### src/rtl/uart_rx_deser.sv
// uart_rx_deser: oversampling UART receive deserializer.
// Synchronizes the RX pin, finds the start edge and samples each bit at its
// centre on a programmable tick. Data is delivered through a one-entry
// holding register with valid/ready handshake. Framing, parity and overrun
// problems are reported as one-cycle pulses.
module uart_rx_deser #(
    parameter int DATA_BITS  = 8,
    parameter int OVERSAMPLE = 16
) (
    input  logic                 PCLK,
    input  logic                 PRESET,
    input  logic                 RX,
    input  logic [15:0]          BAUD_DIV,
    input  logic                 PARITY_EN,
    input  logic                 PARITY_ODD,
    output logic [DATA_BITS-1:0] RX_DATA,
    output logic                 RX_VALID,
    input  logic                 RX_READY,
    output logic                 FRAME_ERR,
    output logic                 PARITY_ERR,
    output logic                 OVERRUN,
    output logic                 BUSY
);

    localparam int SW = $clog2(OVERSAMPLE + 1);
    localparam int BW = $clog2(DATA_BITS + 1);

    // Sample index of the start-bit centre and of a full bit period.
    localparam logic [SW-1:0] SAMP_MID  = SW'(OVERSAMPLE / 2 - 1);
    localparam logic [SW-1:0] SAMP_LAST = SW'(OVERSAMPLE - 1);
    localparam logic [BW-1:0] BIT_LAST  = BW'(DATA_BITS - 1);

    typedef enum logic [2:0] {
        S_IDLE,
        S_START,
        S_DATA,
        S_PARITY,
        S_STOP
    } state_t;

    // Line synchronizer and edge history.
    logic rx_meta_q, rx_meta_d;
    logic rx_s_q,    rx_s_d;
    logic rx_prev_q, rx_prev_d;

    // Receive FSM and its counters.
    state_t               state_q,    state_d;
    logic [15:0]          tick_cnt_q, tick_cnt_d;
    logic [15:0]          div_m1_q,   div_m1_d;
    logic                 par_en_q,   par_en_d;
    logic                 par_odd_q,  par_odd_d;
    logic [SW-1:0]        samp_cnt_q, samp_cnt_d;
    logic [BW-1:0]        bit_cnt_q,  bit_cnt_d;
    logic [DATA_BITS-1:0] shift_q,    shift_d;
    logic                 par_bad_q,  par_bad_d;

    // Holding register and status pulses.
    logic [DATA_BITS-1:0] rx_data_q,    rx_data_d;
    logic                 rx_valid_q,   rx_valid_d;
    logic                 frame_err_q,  frame_err_d;
    logic                 parity_err_q, parity_err_d;
    logic                 overrun_q,    overrun_d;

    // Decoded events shared by the FSM and the output stage.
    logic fall_edge;
    logic tick;
    logic mid_done;
    logic bit_done;
    logic parity_exp;
    logic stop_sample;
    logic good_byte;
    logic accept;

    assign fall_edge   = rx_prev_q & ~rx_s_q;
    assign tick        = (tick_cnt_q == div_m1_q);
    assign mid_done    = tick & (samp_cnt_q == SAMP_MID);
    assign bit_done    = tick & (samp_cnt_q == SAMP_LAST);
    assign parity_exp  = (^shift_q) ^ par_odd_q;
    assign stop_sample = (state_q == S_STOP) & bit_done;
    assign good_byte   = stop_sample & rx_s_q & ~par_bad_q;
    assign accept      = rx_valid_q & RX_READY;

    // Two-flop synchronizer plus one flop of history for edge detection.
    always_comb begin
        rx_meta_d = RX;
        rx_s_d    = rx_meta_q;
        rx_prev_d = rx_s_q;
    end

    // Next-state logic for the bit-timing FSM, its counters and shift register.
    // NOTE: every signal gets a default at the top so no path leaves one unassigned and infers a latch.
    always_comb begin
        state_d    = state_q;
        div_m1_d   = div_m1_q;
        par_en_d   = par_en_q;
        par_odd_d  = par_odd_q;
        bit_cnt_d  = bit_cnt_q;
        shift_d    = shift_q;
        par_bad_d  = par_bad_q;

        // The tick counter free-runs only while a frame is in progress.
        if (state_q == S_IDLE) begin
            tick_cnt_d = '0;
        end else if (tick) begin
            tick_cnt_d = '0;
        end else begin
            tick_cnt_d = tick_cnt_q + 16'd1;
        end

        if (tick && (state_q != S_IDLE)) begin
            samp_cnt_d = samp_cnt_q + SW'(1);
        end else begin
            samp_cnt_d = samp_cnt_q;
        end

        unique case (state_q)
            S_IDLE: begin
                if (fall_edge) begin
                    state_d    = S_START;
                    samp_cnt_d = '0;
                    bit_cnt_d  = '0;
                    par_bad_d  = 1'b0;
                    // Line settings are frozen for the whole frame.
                    div_m1_d   = (BAUD_DIV == 16'd0) ? 16'd0 : BAUD_DIV - 16'd1;
                    par_en_d   = PARITY_EN;
                    par_odd_d  = PARITY_ODD;
                end
            end

            S_START: begin
                if (mid_done) begin
                    samp_cnt_d = '0;
                    // A line that is high again at mid-bit was only a glitch.
                    state_d    = rx_s_q ? S_IDLE : S_DATA;
                end
            end

            S_DATA: begin
                if (bit_done) begin
                    samp_cnt_d = '0;
                    shift_d    = {rx_s_q, shift_q[DATA_BITS-1:1]};
                    if (bit_cnt_q == BIT_LAST) begin
                        bit_cnt_d = '0;
                        state_d   = par_en_q ? S_PARITY : S_STOP;
                    end else begin
                        bit_cnt_d = bit_cnt_q + BW'(1);
                    end
                end
            end

            S_PARITY: begin
                if (bit_done) begin
                    samp_cnt_d = '0;
                    par_bad_d  = (rx_s_q != parity_exp);
                    state_d    = S_STOP;
                end
            end

            S_STOP: begin
                // Leave at the stop-bit centre so a following start edge is not missed.
                if (bit_done) begin
                    samp_cnt_d = '0;
                    state_d    = S_IDLE;
                end
            end

            default: begin
                state_d    = S_IDLE;
                samp_cnt_d = '0;
                bit_cnt_d  = '0;
            end
        endcase
    end

    // Stop-bit outcome, holding register handshake and error pulses.
    always_comb begin
        rx_data_d    = rx_data_q;
        rx_valid_d   = rx_valid_q;
        frame_err_d  = stop_sample & ~rx_s_q;
        parity_err_d = stop_sample & rx_s_q & par_bad_q;
        overrun_d    = 1'b0;

        if (good_byte) begin
            if (!rx_valid_q || RX_READY) begin
                rx_data_d  = shift_q;
                rx_valid_d = 1'b1;
            end else begin
                // Unread byte wins; the newcomer is lost.
                overrun_d  = 1'b1;
            end
        end else if (accept) begin
            rx_valid_d = 1'b0;
        end
    end

    // All state registers, with synchronous reset.
    // NOTE: sequential state uses non-blocking assignments so every flop samples pre-edge values.
    always_ff @(posedge PCLK) begin
        if (PRESET) begin
            rx_meta_q    <= 1'b1;
            rx_s_q       <= 1'b1;
            rx_prev_q    <= 1'b1;
            state_q      <= S_IDLE;
            tick_cnt_q   <= '0;
            div_m1_q     <= '0;
            par_en_q     <= 1'b0;
            par_odd_q    <= 1'b0;
            samp_cnt_q   <= '0;
            bit_cnt_q    <= '0;
            shift_q      <= '0;
            par_bad_q    <= 1'b0;
            rx_data_q    <= '0;
            rx_valid_q   <= 1'b0;
            frame_err_q  <= 1'b0;
            parity_err_q <= 1'b0;
            overrun_q    <= 1'b0;
        end else begin
            rx_meta_q    <= rx_meta_d;
            rx_s_q       <= rx_s_d;
            rx_prev_q    <= rx_prev_d;
            state_q      <= state_d;
            tick_cnt_q   <= tick_cnt_d;
            div_m1_q     <= div_m1_d;
            par_en_q     <= par_en_d;
            par_odd_q    <= par_odd_d;
            samp_cnt_q   <= samp_cnt_d;
            bit_cnt_q    <= bit_cnt_d;
            shift_q      <= shift_d;
            par_bad_q    <= par_bad_d;
            rx_data_q    <= rx_data_d;
            rx_valid_q   <= rx_valid_d;
            frame_err_q  <= frame_err_d;
            parity_err_q <= parity_err_d;
            overrun_q    <= overrun_d;
        end
    end

    assign RX_DATA    = rx_data_q;
    assign RX_VALID   = rx_valid_q;
    assign FRAME_ERR  = frame_err_q;
    assign PARITY_ERR = parity_err_q;
    assign OVERRUN    = overrun_q;
    assign BUSY       = (state_q != S_IDLE);

    // Output invariants: a frame reports at most one error, an unread byte
    // stays put, and an overrun implies the holding register was occupied.
    a_one_error : assert property (@(posedge PCLK) disable iff (PRESET)
        !(FRAME_ERR && PARITY_ERR));
    a_data_hold : assert property (@(posedge PCLK) disable iff (PRESET)
        (RX_VALID && !RX_READY) |=> $stable(RX_DATA));
    a_ovr_valid : assert property (@(posedge PCLK) disable iff (PRESET)
        OVERRUN |-> RX_VALID);

endmodule
### config.mk
export PLATFORM = sky130hd
export DESIGN_NAME = uart_rx_deser
export DESIGN_NICKNAME = d
export VERILOG_FILES = /design/src/rtl/uart_rx_deser.sv
export SDC_FILE = /design/constraint.sdc
export NUM_CORES = 1
export LEC_CHECK = 0
export ABC_CLOCK_PERIOD_IN_PS = 1900
export BUFFER_PORTS_ARGS = -buffer_cell sky130_fd_sc_hd__buf_2
export CAP_MARGIN = 5
export CORE_AREA = 3 3 62 122
export DETAILED_ROUTE_END_ITERATION = 12
export DIE_AREA = 0 0 65 125
export PLACE_DENSITY = 0.74
export SYNTH_ARGS = -nofsm -noshare
export SYNTH_HDL_FRONTEND = slang
export SYNTH_SLANG_ARGS = --single-unit
### constraint.sdc
create_clock -name PCLK -period 1.9 [get_ports PCLK]
set_input_delay 0.38 -clock PCLK [delete_from_list [all_inputs] [get_ports PCLK]]
set_output_delay 0.38 -clock PCLK [all_outputs]
set_load 0.005 [all_outputs]
# --- Yosys cells after proc, flatten, opt, wreduce, memory -nomap -nowiden ---
# Cells that the tools add are included.
classes:
  n_addsub: 4
  multipliers: 0
  div_mod_pow: 0
  magnitude_cmp: 0
  n_eq_ne: 16
  shifts: 0
  muxes: 26
  bitwise_logic: 14
  n_reduce_logical: 20
ops:
  columns: ["op", "count"]
  rows:
  - ["two-way mux 3 bit", 7]
  - ["two-way mux 5 bit", 4]
  - ["adder 16 x 1 -> 16 bit (second input constant)", 1]
  - ["== test 16 bit", 1]
  - ["logical NOT 16 bit", 1]
  - ["two-way mux 16 bit", 1]
  - ["subtractor 16 x 1 -> 16 bit (second input constant)", 1]
  - ["case mux 3 bit (5 select lines)", 1]
  - ["case mux 5 bit (3 select lines)", 1]
  - ["two-way mux 4 bit", 3]
  - ["inequality test 2 bit (second input constant)", 6]
  - ["case mux 4 bit (3 select lines)", 1]
  - ["AND 1 bit", 9]
  - ["OR reduction 3 bit", 3]
  - ["AND reduction 2 bit", 4]
  - ["XOR reduction 8 bit", 1]
  - ["== test 3 x 2 -> 1 bit (second input constant)", 2]
  - ["two-way mux 1 bit", 6]
  - ["AND reduction 3 bit", 2]
  - ["AND reduction 6 bit", 1]
  - ["adder 5 x 1 -> 5 bit (second input constant)", 1]
  - ["== test 5 x 3 -> 1 bit (second input constant)", 1]
  - ["== test 5 x 4 -> 1 bit (second input constant)", 1]
  - ["adder 4 x 1 -> 4 bit (second input constant)", 1]
  - ["16 further kinds", 20]
word_totals:
  regBits: 70
  latchBits: 0
  ram_bits: 0
  rom_bits: 0
  inputBits: 22
  output_inout_bits: 13
  n_memories: 0

# --- Longest topological paths before layout ---
logic_depth:
  ltp_word: 7
  depth_mapped: 8
  ltp_nobuf: 7

# --- Least setup slack after synthesis ---
# OpenSTA, ideal clock, no wires.
synth_timing:
  kind: "reg-to-reg"
  start: "reg samp_cnt_q[0]"
  end: "reg state_q[0]"
  setup_time_ns: 0.121
  arrival_ns: 1.909
  required_ns: 1.779
  path_slack_ns: -0.129
  path_stages_with_launch: 9
  n_path_buf: 1
  period_less_slack_ns: 2.029
  path_cell_list: "dfxtp_1 -> ha_1 -> and3_1 -> ha_1 -> clkbuf_1 -> nor2_1 -> a211oi_1 -> o211ai_1 -> mux2_2"
synth_between:
  elab_chain_cells: 4
  word_cells_on_any_way: 9
synth_lines:
  columns: ["element", "line", "text"]
  rows:
  - ["from (decl)", "52", "logic [SW-1:0] samp_cnt_q, samp_cnt_d;"]
  - ["from (signal assigned)", "226", "samp_cnt_q <= samp_cnt_d;"]
  - ["== test 5 x 4 -> 1 bit / == test 5 x 3 -> 1 bit (equally long branches)", "77, 76", null]
  - ["AND 1 bit (on tied branches)", "77, 76", null]
  - ["inequality test 2 bit (no line)", null, null]
  - ["AND reduction 6 bit (no line) *", null, null]
  - ["to (signal assigned)", "221", "state_q <= state_d;"]
  - ["to (decl)", "47", "state_t state_q, state_d;"]
# Mark *: on every way between the ends. The rest lies on a longest branch, timed or not.
# A chain may end at the register's enable or synchronous reset.

# --- Worst setup path in the final report ---
layout_timing:
  start: "reg div_m1_q[10]"
  end: "reg rx_valid_q, in the netlist RX_VALID"
layout_between:
  elab_chain_cells: 7
  word_cells_on_any_way: 9
layout_lines:
  columns: ["element", "line", "text"]
  rows:
  - ["from (decl)", "49", "logic [15:0] div_m1_q, div_m1_d;"]
  - ["from (signal assigned)", "223", "div_m1_q <= div_m1_d;"]
  - ["== test 16 bit *", "75", "assign tick = (tick_cnt_q == div_m1_q);"]
  - ["AND 1 bit *", "77", "assign bit_done = tick & (samp_cnt_q == SAMP_LAST);"]
  - ["AND 1 bit *", "79", "assign stop_sample = (state_q == S_STOP) & bit_done;"]
  - ["AND 1 bit * (2 in a row)", "80", "assign good_byte = stop_sample & rx_s_q & ~par_bad_q;"]
  - ["inequality test 2 x 1 -> 1 bit (no line) / nonzero test 2 bit (equally long branches)", null, null]
  - ["AND reduction 2 bit (no line)", null, null]
  - ["to (signal assigned)", "231", "rx_valid_q <= rx_valid_d;"]
  - ["to (decl)", "59", "logic rx_valid_q, rx_valid_d;"]
# Marks and branches as above.

==> flow_summary_export.csv <==
group,metric,value,unit
status,status,"complete, but fails checks",
status,violations,"setup timing",
die,die_area,8125,sq um
synthesis,ys_seq_elements,70,
global_routing,grt_usage,0.2454,
place,hpwlAfterDp,6809,microns
place,pre_cts_ws,-0.2097,ns
setup_path,crit_chain,"xor2_2, nor4_4, and4_4, buf_6, nand4_1, buf_4, o22ai_1",
die,row_count,42,
finish,utilization,0.7237,
drt,vias,3316,
synthesis,syn_inst,405,
timing,hold_viol,0,
synthesis,ys_seq_area_frac,0.3962,
die,placeableCoreArea,6674,sq um
setup_path,critPathArrivalTime,2.22,ns
clocking,cts_buffers,9,
power,p_sw_frac,0.2769,
synthesis,synth_area_leaders,"dfxtp_1 40%, xor2_1 7.4%, xnor2_1 5.4%, mux2i_1 5.1%, nor2_1 4.5%",
clocking,clkLatencyLatePin,0.34,ns
finish,layout_common_cells,"71 x buf_4, 59 x dfxtp_1, 41 x nor2_1",
synthesis,syn_nets,433,
power,p_leak,0.002051,uW
setup_path,cp-start-kind,"flip-flop",
finish,final_common_cell,"buf_4",
drt,wirelength,9464,microns
finish,final_cells,596,
timing,layout_min_cycle_time,1.961,ns
place,port_buffers,34,
timing,finClkSkew,0.005611,ns
power,p_per_area,957.2,nW/um^2
timing,setup_viol,4,
synthesis,synth_area_leader_cell,"dfxtp_1",
timing,hold_slack,0.2272,ns
global_routing,met3_usage,0.04668,
die,pin_count,35,
timing,drv_slew,0,
synthesis,synth-edff-count,0,
drt,viasPerCell,5.564,
synthesis,synth_warnings,0,
synthesis,ys.flop_type,"dfxtp_1",
finish,area.growth.synth_to_final,36.54,%
drt,drc,0,
power,p_comb_frac,0.230,
drt,wl_per_cell,15.88,microns
setup_path,cp_slowest_stage_delay,0.37,ns
power,power,4623,uW
global_routing,grt_use_met1,0.2204,
global_routing,grt_max_degree,19,
synthesis,ys_types,51,
global_routing,grt_util_met2,0.4656,
synthesis,synthArstFlopShare,0,
hold_path,hold_path_class,"input pin to flip-flop",
synthesis,netlist_area,3537,sq um
finish,num_antenna_cells,0,
power,seqPwrFrac,0.341,
flow_run,maxCapViolations,0,
die,initial_utilization,0.5300,
drt,firstDrtPassIters,4,
timing,slew_headroom,0.6284,
global_routing,grt_pass1_vias,3508,
global_routing,grt_antenna_before_repair,0,
timing,fmax,0.5100,GHz
setup_path,worstPathMaxFanout,6,
timing,tightest_slew,0.5562,ns
die,die_h,125,microns
global_routing,grt_pass1_wl,15510,microns
clocking,clkSinkCount,70,
synthesis,synth_top_area_frac,0.3962,
setup_path,cp_data_required_time,2.16,ns
synthesis,syn_avg_cell_area,8.734,sq um
die,fp.dieW,65,microns
clocking,clk_pin_slew,0.06,ns
timing,rsz0062_at_grt,"true",
timing,fin_crit_sh,1.032,
clocking,htree_num_levels,3,
clocking,tritoncts,"built",
drt,antenna_left,0,
setup_path,crit_family,"simple AND/OR/NAND/NOR gates",
finish,final_nets,531,
power,ir_drop,0.7173,mV
setup_path,crit_type,"flip-flop to flip-flop",
clocking,clk_path_buf_depth,2,
global_routing,grt_overflow,0,
global_routing,top_usage_layer,"met2",
setup_path,critical-path-slowest-cell,"nor4_4",
place,gp_congestion,0.8664,
setup_path,crit_buf_inv,2,
timing,worst_slack,-0.06092,ns
power,p_sw,1280,uW
finish,drive_above_1_share,0.3445,
drt,drt_iter0_markers,123,
place,place_inst,576,
power,p_int,3343,uW
power,clkPwrFrac,0.429,
clocking,holdBufCountCts,0,
setup_path,end_kind,"flip-flop",
clocking,cts_root_buf,"clkbuf_16",
sequential cells by signal, indices dropped and copies added, names as in the netlist, 3 cells and up:
| signal | cells |
|---|---|
| bit_cnt_q | 4 |
| state_q | 3 |
| shift_q | 8 |
| RX_DATA | 8 |
| div_m1_q | 16 |
| samp_cnt_q | 5 |
| tick_cnt_q | 16 |
worst reg2reg max path, stage by stage (launching register included):
cell	delay [ns]
dfxtp_2	0.33
xor2_2	0.20
nor4_4	0.37
and4_4	0.28
buf_6	0.11
nand4_1	0.23
buf_4	0.24
o22ai_1	0.12
layer usage:
layer,part of all wire,routed length (microns)
met4,0.064,605
met5,0,0
met2,0.58,5480
met1,0.32,3027
met3,0.037,351
logic make-up after synthesis:
group	Yosys count	synth area share
and+or+nand+nor	173	0.2582
DFF	70	0.3962
AOI/OAI and AO/OA	53	0.1008
xor gates and xnor gates	52	0.1288
buffers and inverters	30	0.03431
muxes	21	0.06049
adders and majority gates	6	0.02122
layout make-up:
class / count / area [sq um]
Clock buffer: 10 / 239.0
Tap cell: 88 / 110.1
Clock inverter: 6 / 117.6
Inverter: 11 / 41.29
Timing Repair Buffer: 106 / 714.4
Fill cell: 476 / 1844
Multi-Input combinational cell: 305 / 2192
Sequential cell: 70 / 1415
power groups by stage:
stage	clock [uW]	combinational [uW]	sequential [uW]
6_report	1980	1060	1580
5_1_grt	2060	1140	1580
4_1_cts	2000	934	1560
3_5_place_dp	0	878	1590
3_3_place_gp	0	854	1590
2_1_floorplan	0	478	1580
Yosys cell counts, types with 4 or more instances:
master    count
dfxtp_1      70
and3_1        5
nand2b_1     19
nand4_1       9
a22oi_1      10
nor4_1        7
or2_2         5
o211ai_1      6
inv_1        10
xor2_1       30
nand3_1      12
or4_1         4
nor2_1       42
o21ai_0      11
a21oi_1       9
xnor2_1      22
nor3_1        9
nor2b_1       8
mux2i_1      18
buf_2         4
nand2_1      35
clkbuf_1     13
ha_1          6
worst paths after layout:
check / from / endpoint / slack, ns / cells past startpoint
setup / recovery: div_m1_q[10] / RX_VALID / -0.06 / 7
hold / removal: RX / rx_meta_q / 0.23 / 2
setup reg to reg: div_m1_q[10] / RX_VALID / -0.06 / 7
hold reg to reg: rx_meta_q / rx_prev_d / 0.43 / 1
per-stage QoR:
stage               setup TNS [ns]  area [sq um]
detailed placement          -3.985          4250
global route               -0.8550          4830
floorplan                 -0.07477          3541
global placement            -2.743          4250
CTS                       -0.01061          4702
finish                     -0.1052          4830
repair_timing:
item / 4_1_cts / 5_1_grt
pin swaps: 4 / 8
resized for setup: 18 / 24
setup endpoints to repair: 26 / 46
endpoints found under the hold margin: 0 / 0
buffers inserted: 1 / 3
Power figures use the tool's default switching activity.
